**config.mk**
```make
export PLATFORM = sky130hd
export DESIGN_NAME = usr_deserializer_flat
export DESIGN_NICKNAME = d
export VERILOG_FILES = /design/src/rtl/usr_pkg.sv /design/src/rtl/usr_deserializer_if.sv /design/src/rtl/usr_out_stage.sv /design/src/rtl/usr_deserializer.sv /design/src/flat_wrapper.sv
export SDC_FILE = /design/constraint.sdc
export NUM_CORES = 1
export LEC_CHECK = 0
export BUFFER_PORTS_ARGS = -buffer_cell sky130_fd_sc_hd__buf_2
export CORE_MARGIN = 10
export CORE_UTILIZATION = 49
export CTS_BUF_LIST = sky130_fd_sc_hd__clkbuf_2
export CTS_CLUSTER_SIZE = 25
export DETAILED_ROUTE_END_ITERATION = 10
export GPL_ROUTABILITY_DRIVEN = 0
export PLACE_DENSITY = 0.79
export SLEW_MARGIN = 10
export SYNTH_ARGS = -nofsm -noshare
export SYNTH_HDL_FRONTEND = slang
export SYNTH_SLANG_ARGS = --single-unit
export TNS_END_PERCENT = 1
```
**constraint.sdc**
```tcl
create_clock -name clk -period 1.89 [get_ports clk]
set_clock_uncertainty 0.15 [all_clocks]
set_input_delay 0.0945 -clock clk [delete_from_list [all_inputs] [get_ports clk]]
set_output_delay 0.0945 -clock clk [all_outputs]
set_load 0.03 [all_outputs]
```
**src/rtl/usr_pkg.sv**
```systemverilog
// Shared definitions for the universal shift register family (usr, usr_deserializer).
// Latency: n/a (types and constants only).
// Backpressure: n/a.
package usr_pkg;

    // Receiver control states
    typedef enum logic {
        IDLE  = 1'b0,
        SHIFT = 1'b1
    } state_t;

    // Shift direction, same encoding as the usr shf control
    localparam logic DIR_LEFT  = 1'b0;  // MSB-first: first bit ends in y[WIDTH-1]
    localparam logic DIR_RIGHT = 1'b1;  // LSB-first: first bit ends in y[0]

endpackage

```
**src/rtl/usr_deserializer_if.sv**
```systemverilog
// Serial-in / word-out bus between the link capture logic and its consumer.
// Latency: n/a (signal bundle only).
// Backpressure: y_ready from the consumer stalls the word output.
interface usr_deserializer_if #(
    parameter int WIDTH = 4
);
    logic             sin;
    logic             sin_valid;
    logic [WIDTH-1:0] y;
    logic             y_valid;
    logic             y_ready;

    // Deserializer side: consumes serial bits, produces words
    modport master (
        input  sin,
        input  sin_valid,
        output y,
        output y_valid,
        input  y_ready
    );

    // Link/consumer side: drives serial bits, accepts words
    modport slave (
        output sin,
        output sin_valid,
        input  y,
        input  y_valid,
        output y_ready
    );
endinterface

```
**src/rtl/usr_out_stage.sv**
```systemverilog
// WIDTH-bit valid/ready holding register with sticky overrun on dropped words.
// Latency: word appears on y one cycle after load.
// Backpressure: a load while holding an unaccepted word drops the new word and sets overrun.
module usr_out_stage #(
    parameter int WIDTH = 4
) (
    input  logic             clk,
    input  logic             rst_n,
    input  logic             clr,
    input  logic             load,
    input  logic [WIDTH-1:0] word,
    input  logic             y_ready,
    output logic [WIDTH-1:0] y,
    output logic             y_valid,
    output logic             overrun
);

    // Hold the word until accepted; a load with the slot free or draining this edge replaces it
    always_ff @(posedge clk or negedge rst_n) begin
        if (!rst_n) begin
            y       <= '0;
            y_valid <= 1'b0;
            overrun <= 1'b0;
        end else begin
            if (clr) begin
                overrun <= 1'b0;
            end
            if (load) begin
                if (!y_valid || y_ready) begin
                    y       <= word;
                    y_valid <= 1'b1;
                end else begin
                    overrun <= 1'b1;
                end
            end else if (y_valid && y_ready) begin
                y_valid <= 1'b0;
            end
        end
    end

endmodule

```
**src/rtl/usr_deserializer.sv**
```systemverilog
// Serial-to-parallel receiver: assembles WIDTH sampled bits (MSB- or LSB-first) into a word.
// Latency: word valid on y the cycle after the edge that samples its last bit.
// Backpressure: none on the serial side; words completing while the output is stalled are dropped (overrun).
module usr_deserializer
    import usr_pkg::*;
#(
    parameter int WIDTH = 4
) (
    input  logic               clk,
    input  logic               rst_n,
    input  logic               start,
    input  logic               abort,
    input  logic               dir,
    usr_deserializer_if.master bus,
    output logic               busy,
    output logic               overrun
);

    localparam int CW = (WIDTH > 2) ? $clog2(WIDTH) : 1;

    state_t           state;
    logic             dir_q;
    logic [WIDTH-1:0] sr;
    logic [WIDTH-1:0] sr_next;
    logic [CW-1:0]    count;
    logic             sample;
    logic             last;
    logic             done;

    // A bit is taken only in SHIFT, never on a start/abort cycle
    assign sample = (state == SHIFT) && bus.sin_valid && !abort && !start;
    assign last   = (count == CW'(WIDTH - 1));
    assign done   = sample && last;

    // Shift register contents after absorbing the current serial bit
    always_comb begin
        sr_next = sr;
        if (dir_q == DIR_LEFT) begin
            sr_next = {sr[WIDTH-2:0], bus.sin};
        end else begin
            sr_next = {bus.sin, sr[WIDTH-1:1]};
        end
    end

    // Control FSM, shift register and bit counter; abort has priority over start
    always_ff @(posedge clk or negedge rst_n) begin
        if (!rst_n) begin
            state <= IDLE;
            busy  <= 1'b0;
            dir_q <= DIR_LEFT;
            sr    <= '0;
            count <= '0;
        end else if (abort) begin
            state <= IDLE;
            busy  <= 1'b0;
            sr    <= '0;
            count <= '0;
        end else if (start) begin
            state <= SHIFT;
            busy  <= 1'b1;
            dir_q <= dir;
            sr    <= '0;
            count <= '0;
        end else if (sample) begin
            sr    <= sr_next;
            count <= last ? '0 : count + 1'b1;
        end
    end

    // Completed words go through the registered handshake stage
    usr_out_stage #(
        .WIDTH (WIDTH)
    ) u_out (
        .clk     (clk),
        .rst_n   (rst_n),
        .clr     (start && !abort),
        .load    (done),
        .word    (sr_next),
        .y_ready (bus.y_ready),
        .y       (bus.y),
        .y_valid (bus.y_valid),
        .overrun (overrun)
    );

endmodule

```
**src/flat_wrapper.sv**
```systemverilog
// flat-port wrapper written by rule: the top's interface ports become plain ports
module usr_deserializer_flat import usr_pkg::*;
#(
    parameter int WIDTH = 4
)
  (clk, rst_n, start, abort, dir, busy, overrun, bus_sin, bus_sin_valid, bus_y, bus_y_valid, bus_y_ready);
  usr_deserializer_if #(.WIDTH(WIDTH)) bus_i ();
  input  logic clk;
  input  logic rst_n;
  input  logic start;
  input  logic abort;
  input  logic dir;
  output logic busy;
  output logic overrun;
  input wire logic [$bits(bus_i.sin)-1:0] bus_sin;
  input wire logic [$bits(bus_i.sin_valid)-1:0] bus_sin_valid;
  output wire logic [$bits(bus_i.y)-1:0] bus_y;
  output wire logic [$bits(bus_i.y_valid)-1:0] bus_y_valid;
  input wire logic [$bits(bus_i.y_ready)-1:0] bus_y_ready;
  assign bus_i.sin = bus_sin;
  assign bus_i.sin_valid = bus_sin_valid;
  assign bus_y = bus_i.y;
  assign bus_y_valid = bus_i.y_valid;
  assign bus_i.y_ready = bus_y_ready;
  usr_deserializer #(.WIDTH(WIDTH)) u_core (.clk(clk), .rst_n(rst_n), .start(start), .abort(abort), .dir(dir), .bus(bus_i), .busy(busy), .overrun(overrun));
endmodule
```
Word level (Yosys, flattened, before mapping)
Index checks and enable logic that the tools add are counted.
- flip-flop bits (word level): 14
- input port bits: 8
- output and inout port bits: 7
- $add $sub $neg: 1
- equality and inequality tests: 2
- muxes and demuxes: 16
- bitwise gates (word level): 1
- reductions and logical operators: 16
- operator list (operator ; count):
    $mux 4 ; 4
    $mux 1 ; 8
    $mux 2 ; 4
    $logic_and 1x1->1 ; 6
    $reduce_and 2->1 ; 3
    $reduce_bool 2->1 ; 2
    $logic_not 1->1 ; 3
    $reduce_bool 3->1 ; 1
    $add 2x1->2 const B ; 1
    $eq 2x2->1 const B ; 1
    $ne 2x2->1 const B ; 1
    $logic_or 1x1->1 ; 1
    $not 1->1 ; 1

Longest topological paths before layout
Gate-level depths: netlist (run 1).
- depth after elaboration: 6
- gate-level depth with buffers: 4
- mapped depth without buffers: 3

Hierarchy
From an unflattened synthesis (run 1), not the netlist that was laid out.
- cell total of the unflattened synthesis: 59
- area total of the unflattened synthesis: 723.2 um^2
- by module, submodules not included (module ; times used ; cells an instance ; area each (um^2)):
    usr_deserializer ; 1 ; 43 ; 470.5
    usr_out_stage ; 1 ; 16 ; 252.7

Worst setup path after synthesis (run 1)
Ideal clock, no wire load.
- kind: register to register
- from: register u_core.state
- to: register u_core.u_out.y[3]
- library setup time: 0.125 ns
- data arrival time: 1.263 ns
- data required time: 1.615 ns
- path slack: 0.352 ns
- cell stages (with the launch flop): 4
- clock period less this slack: 1.538 ns
- cells stage by stage: dfrtp_1 and4bb_4 nand3_4 mux2_4
- word-level cells in the longest chain between the ends: 5
- ends and longest elaborated chain (item ; RTL line ; RTL):
    start: declaration ; usr_deserializer.sv:21 ; state_t state;
    start signal: assignment ; usr_deserializer.sv:48 ; state <= IDLE;
    start signal: assignment ; usr_deserializer.sv:54 ; state <= IDLE;
    start signal: assignment ; usr_deserializer.sv:59 ; state <= SHIFT;
    $logic_and 1x1->1 (3 in series) ; usr_deserializer.sv:31 ; assign sample = (state == SHIFT) && bus.sin_valid && !abort && !start;
    $logic_and 1x1->1 ; usr_deserializer.sv:33 ; assign done = sample && last;
    $reduce_and 2->1 (no line) ; -- ;
    end signal: assignment ; usr_out_stage.sv:30 ; y <= word;
    end: declaration ; usr_out_stage.sv:13 ; output logic [WIDTH-1:0] y,
No other way between the ends.
A chain may end at the register's enable or synchronous reset.

Final worst setup path (run 1)
- from: input abort
- to: register u_core.u_out.y[3]
- word-level cells in the longest chain between the ends: 5
- ends and longest elaborated chain (item ; RTL line ; RTL):
    start: declaration ; flat_wrapper.sv:11 ; input logic abort;
    $logic_not 1->1 ; usr_deserializer.sv:31 ;
    $logic_and 1x1->1 (2 in series) ; usr_deserializer.sv:31 ;
    $logic_and 1x1->1 ; usr_deserializer.sv:33 ;
    $reduce_and 2->1 (no line) ; -- ;
No other way between the ends.

==> run metrics, run 1 <==
combinational share of power=10.4%; Die ar.=0.00317 mm^2; met3 Usage GRT=4.04%; Clock Power Share=28.4%; YS warnings=0; root buf cell=clkbuf_2; first-pass GRT wire length=2330 um; setup TNS=0 ns; Post-Synthesis Cells=55; I/O pin count=15; initial antenna violation count=0; die height=56.3 um; cts bufs inserted=3; Pwr Density=647 mW/mm^2; Die X=56.3 um; Initial Util=50.8%; GRT met1 Usage=10.8%; PortBufs=14; Setup WS pre-CTS=0.501 ns; ANT cells=0; DP HPWL=983 um; flops & latches, synth=14; Net Sw Power=0.134 mW; final worst-path cycle share=82.7%; final max-slew violation count=0; fin crit period=1.56 ns; final worst slack=0.326 ns; grt total ovfl=0; DRC=0; Clock transition at path regs=0.15 ns; area growth from synthesis to layout=23.3%; Via density=5.13; setup bufs post-CTS=0; Worst Path Required=1.93 ns; vias in the first global route=493; Distinct cells, synth=19; 1st-pass router iterations=4; Int Pwr=0.380 mW; core area=0.00127 mm^2; area of the mapped netlist=644 um^2; CTS tree=done; pin count of the biggest net entering global routing=15; Final #Nets=86; Rows=13; share of the yosys chip area belonging to registers=54.4%; Slew HR=77.1%; Worst Path Class, Setup=in2reg; clk buf depth=2; critical path arrival=1.61 ns; VDD IR max=0.315 mV; CP Max Fanout=6; Hold Vio Cnt, Final=0; maxcap violations=0; total leakage power=0.423 nW; critical-path cell list=dlygate4sd3_1, buf_2, and4bb_4, nand3_4, mux2_4; most frequent cells in the layout=buf_2, dfrtp_1, nand2_1, mux2i_1; outcome=finished, final reports clean; WL/cell=14.5 um; slowest stage cell, crit path=dlygate4sd3_1; grt met2 use=12.5%; initial detailed-routing violation count=4; post-route ant nets=0; GR peak layer=met2; Mapped Nets=64; Slew @ Worst Pin=0.342 ns; RSZ-0062 raised after global routing=no; Switching Fraction=26.1%; deepest level of the CTS H-tree=1; WL final=1320 um; Largest stage delay, worst path=0.53 ns; share of cells above drive strength 1=31.6%; CP Launch Type=primary input; setup violators final=0; clk sink count=14; average size of a mapped cell=11.7 um^2; Fmax achieved=0.639 GHz; Setup crit end kind=register; total track usage=9.17%; clock latency on the worst-skew pair=0.29 ns; worst hold path type=in2reg; vias=467; Flop pwr share=61.2%
per-stage QoR:
stage	power [mW]	util, %	cells	area, um^2	hold WS (ns)
finish	0.514	62.6	91	795	0.0128
global route	0.536	62.6	91	795	0.0206
CTS	0.513	61.8	90	785	0.00107
detailed placement	0.366	57.2	82	726	-0.141
global placement	0.364	57.2	82	726	-0.143
floorplan	0.346	-	55	644	-0.351
what timing repair did:
action                                  in CTS  in global routing
hold buffers                                 4                  1
endpoints found under the hold margin       17                  1
gates resized for setup                      0                  0
endpoints found under the setup margin       0                  0
layout make-up:
type                    count  area [um^2]
clock buffers               3         15.0
multi-input cells          35          272
well taps                  15         18.8
clock inverters             1         3.75
repair buffers             19          120
fillers                   112          474
inverters                   4         15.0
flip-flops and latches     14          350
power groups by stage:
stage / sequential, mW / combinational (mW) / clock [mW]
after global routing: 0.315 / 0.0597 / 0.161
final: 0.314 / 0.0536 / 0.146
after detailed placement: 0.320 / 0.0465 / 0
after floorplan: 0.317 / 0.0284 / 0
after global placement: 0.319 / 0.0452 / 0
after CTS: 0.314 / 0.0527 / 0.146
cells by family (layout without fill, tap and decap cells):
group / after synthesis / after routing / share of synthesized area (%)
compound gates: 5 / 5 / 6.02
fa+ha+maj: 1 / 1 / 1.94
buf+inv: 6 / 27 / 3.49
flops: 14 / 14 / 54.4
mux: 9 / 9 / 15.1
simple gates: 20 / 20 / 19.0
registers in the layout, summed over array words and instances, names as in the netlist:
signal	flops
u_core.u_out.overrun	1
u_core.sr	4
u_core.state	1
u_core.count	2
u_core.dir_q	1
u_core.u_out.y	4
u_core.u_out.y_valid	1
critical path: cells and delay by family:
kind	cells	cell delay, ns
buffers and inverters	2	0.68
and+or+nand+nor	2	0.52
muxes	1	0.31
cell usage after synthesis, drive strengths merged:
cell     number  share of area, %
nand2         6               3.5
nand2b        1              0.97
and4bb        1               2.5
inv           4               2.3
nand4bb       1               1.7
dfrtp        14                54
clkbuf        2               1.2
a2111oi       1               2.3
nand3         6               6.6
o31ai         1               1.2
ha            1               1.9
o21ai         2               1.6
and2b         1               1.4
mux2          3               5.8
nor2          4               2.3
o22ai         1              0.97
mux2i         6               9.3
final timing paths:
kind,startpoint,endpoint,slack [ns],cells past startpoint
max,abort,u_core.u_out.y[3],0.33,5
min,bus_y_ready,u_core.u_out.y_valid,0.01,3
max reg2reg,u_core.state,u_core.u_out.y[3],0.51,3
min reg2reg,u_core.count[0],u_core.count[0],0.36,1
max in group asynchronous,rst_n,u_core.count[0],1.26,2
min in group asynchronous,rst_n,u_core.dir_q,0.06,2
routing by layer:
layer  share of wire [%]  vias to the layer above
met4                 3.6                        0
met5                   0                        -
li1                    -                      232
met2                  43                       14
met1                  45                      217
met3                 7.8                        4
(Power assumes the default switching activity.)
==> run 2, diff against run 1 <==
--- a/config.mk
+++ b/config.mk
@@ -7,12 +7,12 @@
 export LEC_CHECK = 0
 export BUFFER_PORTS_ARGS = -buffer_cell sky130_fd_sc_hd__buf_2
 export CORE_MARGIN = 10
-export CORE_UTILIZATION = 49
+export CORE_UTILIZATION = 48
 export CTS_BUF_LIST = sky130_fd_sc_hd__clkbuf_2
 export CTS_CLUSTER_SIZE = 25
 export DETAILED_ROUTE_END_ITERATION = 10
 export GPL_ROUTABILITY_DRIVEN = 0
-export PLACE_DENSITY = 0.79
+export PLACE_DENSITY = 0.8
 export SLEW_MARGIN = 10
 export SYNTH_ARGS = -nofsm -noshare
 export SYNTH_HDL_FRONTEND = slang
==> constraint.sdc (replaced) <==
create_clock -name clk -period 1.3 [get_ports clk]
set_clock_uncertainty 0.15 [all_clocks]
set_input_delay 0.065 -clock clk [delete_from_list [all_inputs] [get_ports clk]]
set_output_delay 0.065 -clock clk [all_outputs]
set_load 0.03 [all_outputs]
==> run metrics, run 2 (synthesis results as in run 1) <==
final max-slew violation count=0; Crit Reg-Reg Startpoint=u_core.state; initial antenna violation count=0; placed insts=86; root buf cell=clkbuf_2; clk sink count=14; clock latency on the worst-skew pair=0.28 ns; R2R cell count=3; Critical R2R Capture=u_core.u_out.y[3]; combinational share of power=13.7%; DRC=0; top flop regs=u_core.sr (4), u_core.u_out.y (4), u_core.count (2); deepest level of the CTS H-tree=1; cts bufs inserted=3; DP HPWL=1070 um; final non-filler cell total=98; ANT cells=0; Rows=13; RSZ-0062 raised after global routing=yes; Met1 Wirelength=578 um; clk buf depth=2; CTS tree=done; Clock transition at path regs=0.14 ns; WL/cell=15.6 um; maxcap violations=0; PortBufs=14; CP Max Fanout=4; final worst slack=-0.0239 ns; WL final=1530 um; violated checks=setup timing; met2 WL=748 um; final core utilization=68.4%; Worst setup startpoint=u_core.state; Met3 Routed Length=173 um; total leakage power=0.460 nW; Setup crit end kind=register; area growth from synthesis to layout=36.3%; vias=514; WP depth=3; highest routed layer=met4; Via density=5.24; CP Launch Type=register; first-pass GRT wire length=2590 um; Largest delay share family, worst path=flip-flops; VDD IR max=0.632 mV; Worst Path Required=1.34 ns; worst hold path type=in2reg; Die X=56.6 um; worst setup path end=u_core.u_out.y[3]; most common cell after layout, fill and taps aside=buf_2; die height=56.6 um; I/O pin count=15; fin crit period=1.32 ns; outcome=finished, violations left; Fmax achieved=0.755 GHz; Initial Util=50.1%; pin count of the biggest net entering global routing=15; Flop pwr share=59.1%; core area=0.00128 mm^2; vias in the first global route=572; final worst-path cycle share=102%; Clock Power Share=27.2%; grt total ovfl=0; slowest stage cell, crit path=dfrtp_2; Switching Fraction=26.1%; Die ar.=0.00321 mm^2; Worst Path Class, Setup=reg2reg; Hold Vio Cnt, Final=0; post-route ant nets=0; WHS Path Cells=3; Int Pwr=0.572 mW; 1st-pass router iterations=4; setup violators final=1; Slew @ Worst Pin=0.331 ns; total track usage=10.3%; Pwr Density=881 mW/mm^2; Net Sw Power=0.202 mW; most frequent cells in the layout=buf_2, dfrtp_1, dlygate4sd3_1, nand2_1; share of cells above drive strength 1=42.2%; R2R Setup Slk=-0.02 ns; WP buf/inv=0; critical-path cell list=and4bb_4, nand3_4, mux2_4; Slew HR=77.8%; critical path arrival=1.37 ns; Largest stage delay, worst path=0.41 ns; Final #Nets=93; initial detailed-routing violation count=8
## run 2: cell count changes in the layout (fill, tap and decap cells not counted), sizes merged
cell and delta:
buf +5, dlygate4sd3 +2
## run 2: cell type report
| class | instances | area (um^2) |
|---|---|---|
| inverters | 4 | 15.0 |
| multi-input cells | 35 | 292 |
| flip-flops and latches | 14 | 353 |
| clock inverters | 1 | 3.75 |
| repair buffers | 26 | 181 |
| well taps | 15 | 18.8 |
| fillers | 95 | 407 |
| clock buffers | 3 | 15.0 |
## run 2: per-stage QoR
stage                     instance area [um^2]  setup TNS [ns]  total power, mW  hold WS, ns  setup WS (ns)
final                                      878         -0.0239            0.774      0.00366        -0.0239
after global placement                     757               0            0.538       -0.177         0.0115
after floorplan                            646          -0.223            0.503       -0.381         -0.144
after global routing                       878          -0.166            0.812       0.0142        -0.0512
after detailed placement                   757        -0.00809            0.542       -0.178       -0.00809
after CTS                                  863               0            0.773      0.00200       0.000867
## run 2: power by group through the flow
stage	combinational (mW)	sequential, mW	clock (mW)
5_1_grt	0.114	0.459	0.238
2_1_floorplan	0.0413	0.462	0
4_1_cts	0.103	0.456	0.214
6_report	0.106	0.457	0.210
3_5_place_dp	0.0781	0.464	0
3_3_place_gp	0.0750	0.463	0
## run 2: worst min path at each step
stage | from | end | slack [ns]
after floorplan | rst_n | u_core.count[0] | -0.38
final | bus_y_ready | u_core.u_out.y_valid | 0.004
after global placement | rst_n | u_core.u_out.y_valid | -0.18
after CTS | bus_y_ready | u_core.u_out.y_valid | 0.002
after detailed placement | rst_n | u_core.dir_q | -0.18
after global routing | bus_sin_valid | u_core.count[0] | 0.01
## run 2: metal layers
layer | track usage (%) | up-vias
met5 | 0 | -
met4 | 7.22 | 0
met3 | 5.84 | 4
met2 | 17.1 | 20
met1 | 9.29 | 239
li1 | - | 251
## run 2: worst min-delay path, stage by stage
cell      delay [ns]
buf_2           0.07
nand2b_1        0.21
nand2_1         0.08
## run 2: timing repair
item,CTS,global route
pin swaps,2,1
hold buffers,7,0
gates resized for setup,3,4
buffers inserted,1,0
endpoints found under the setup margin,6,8
hold endpoints to repair,19,0
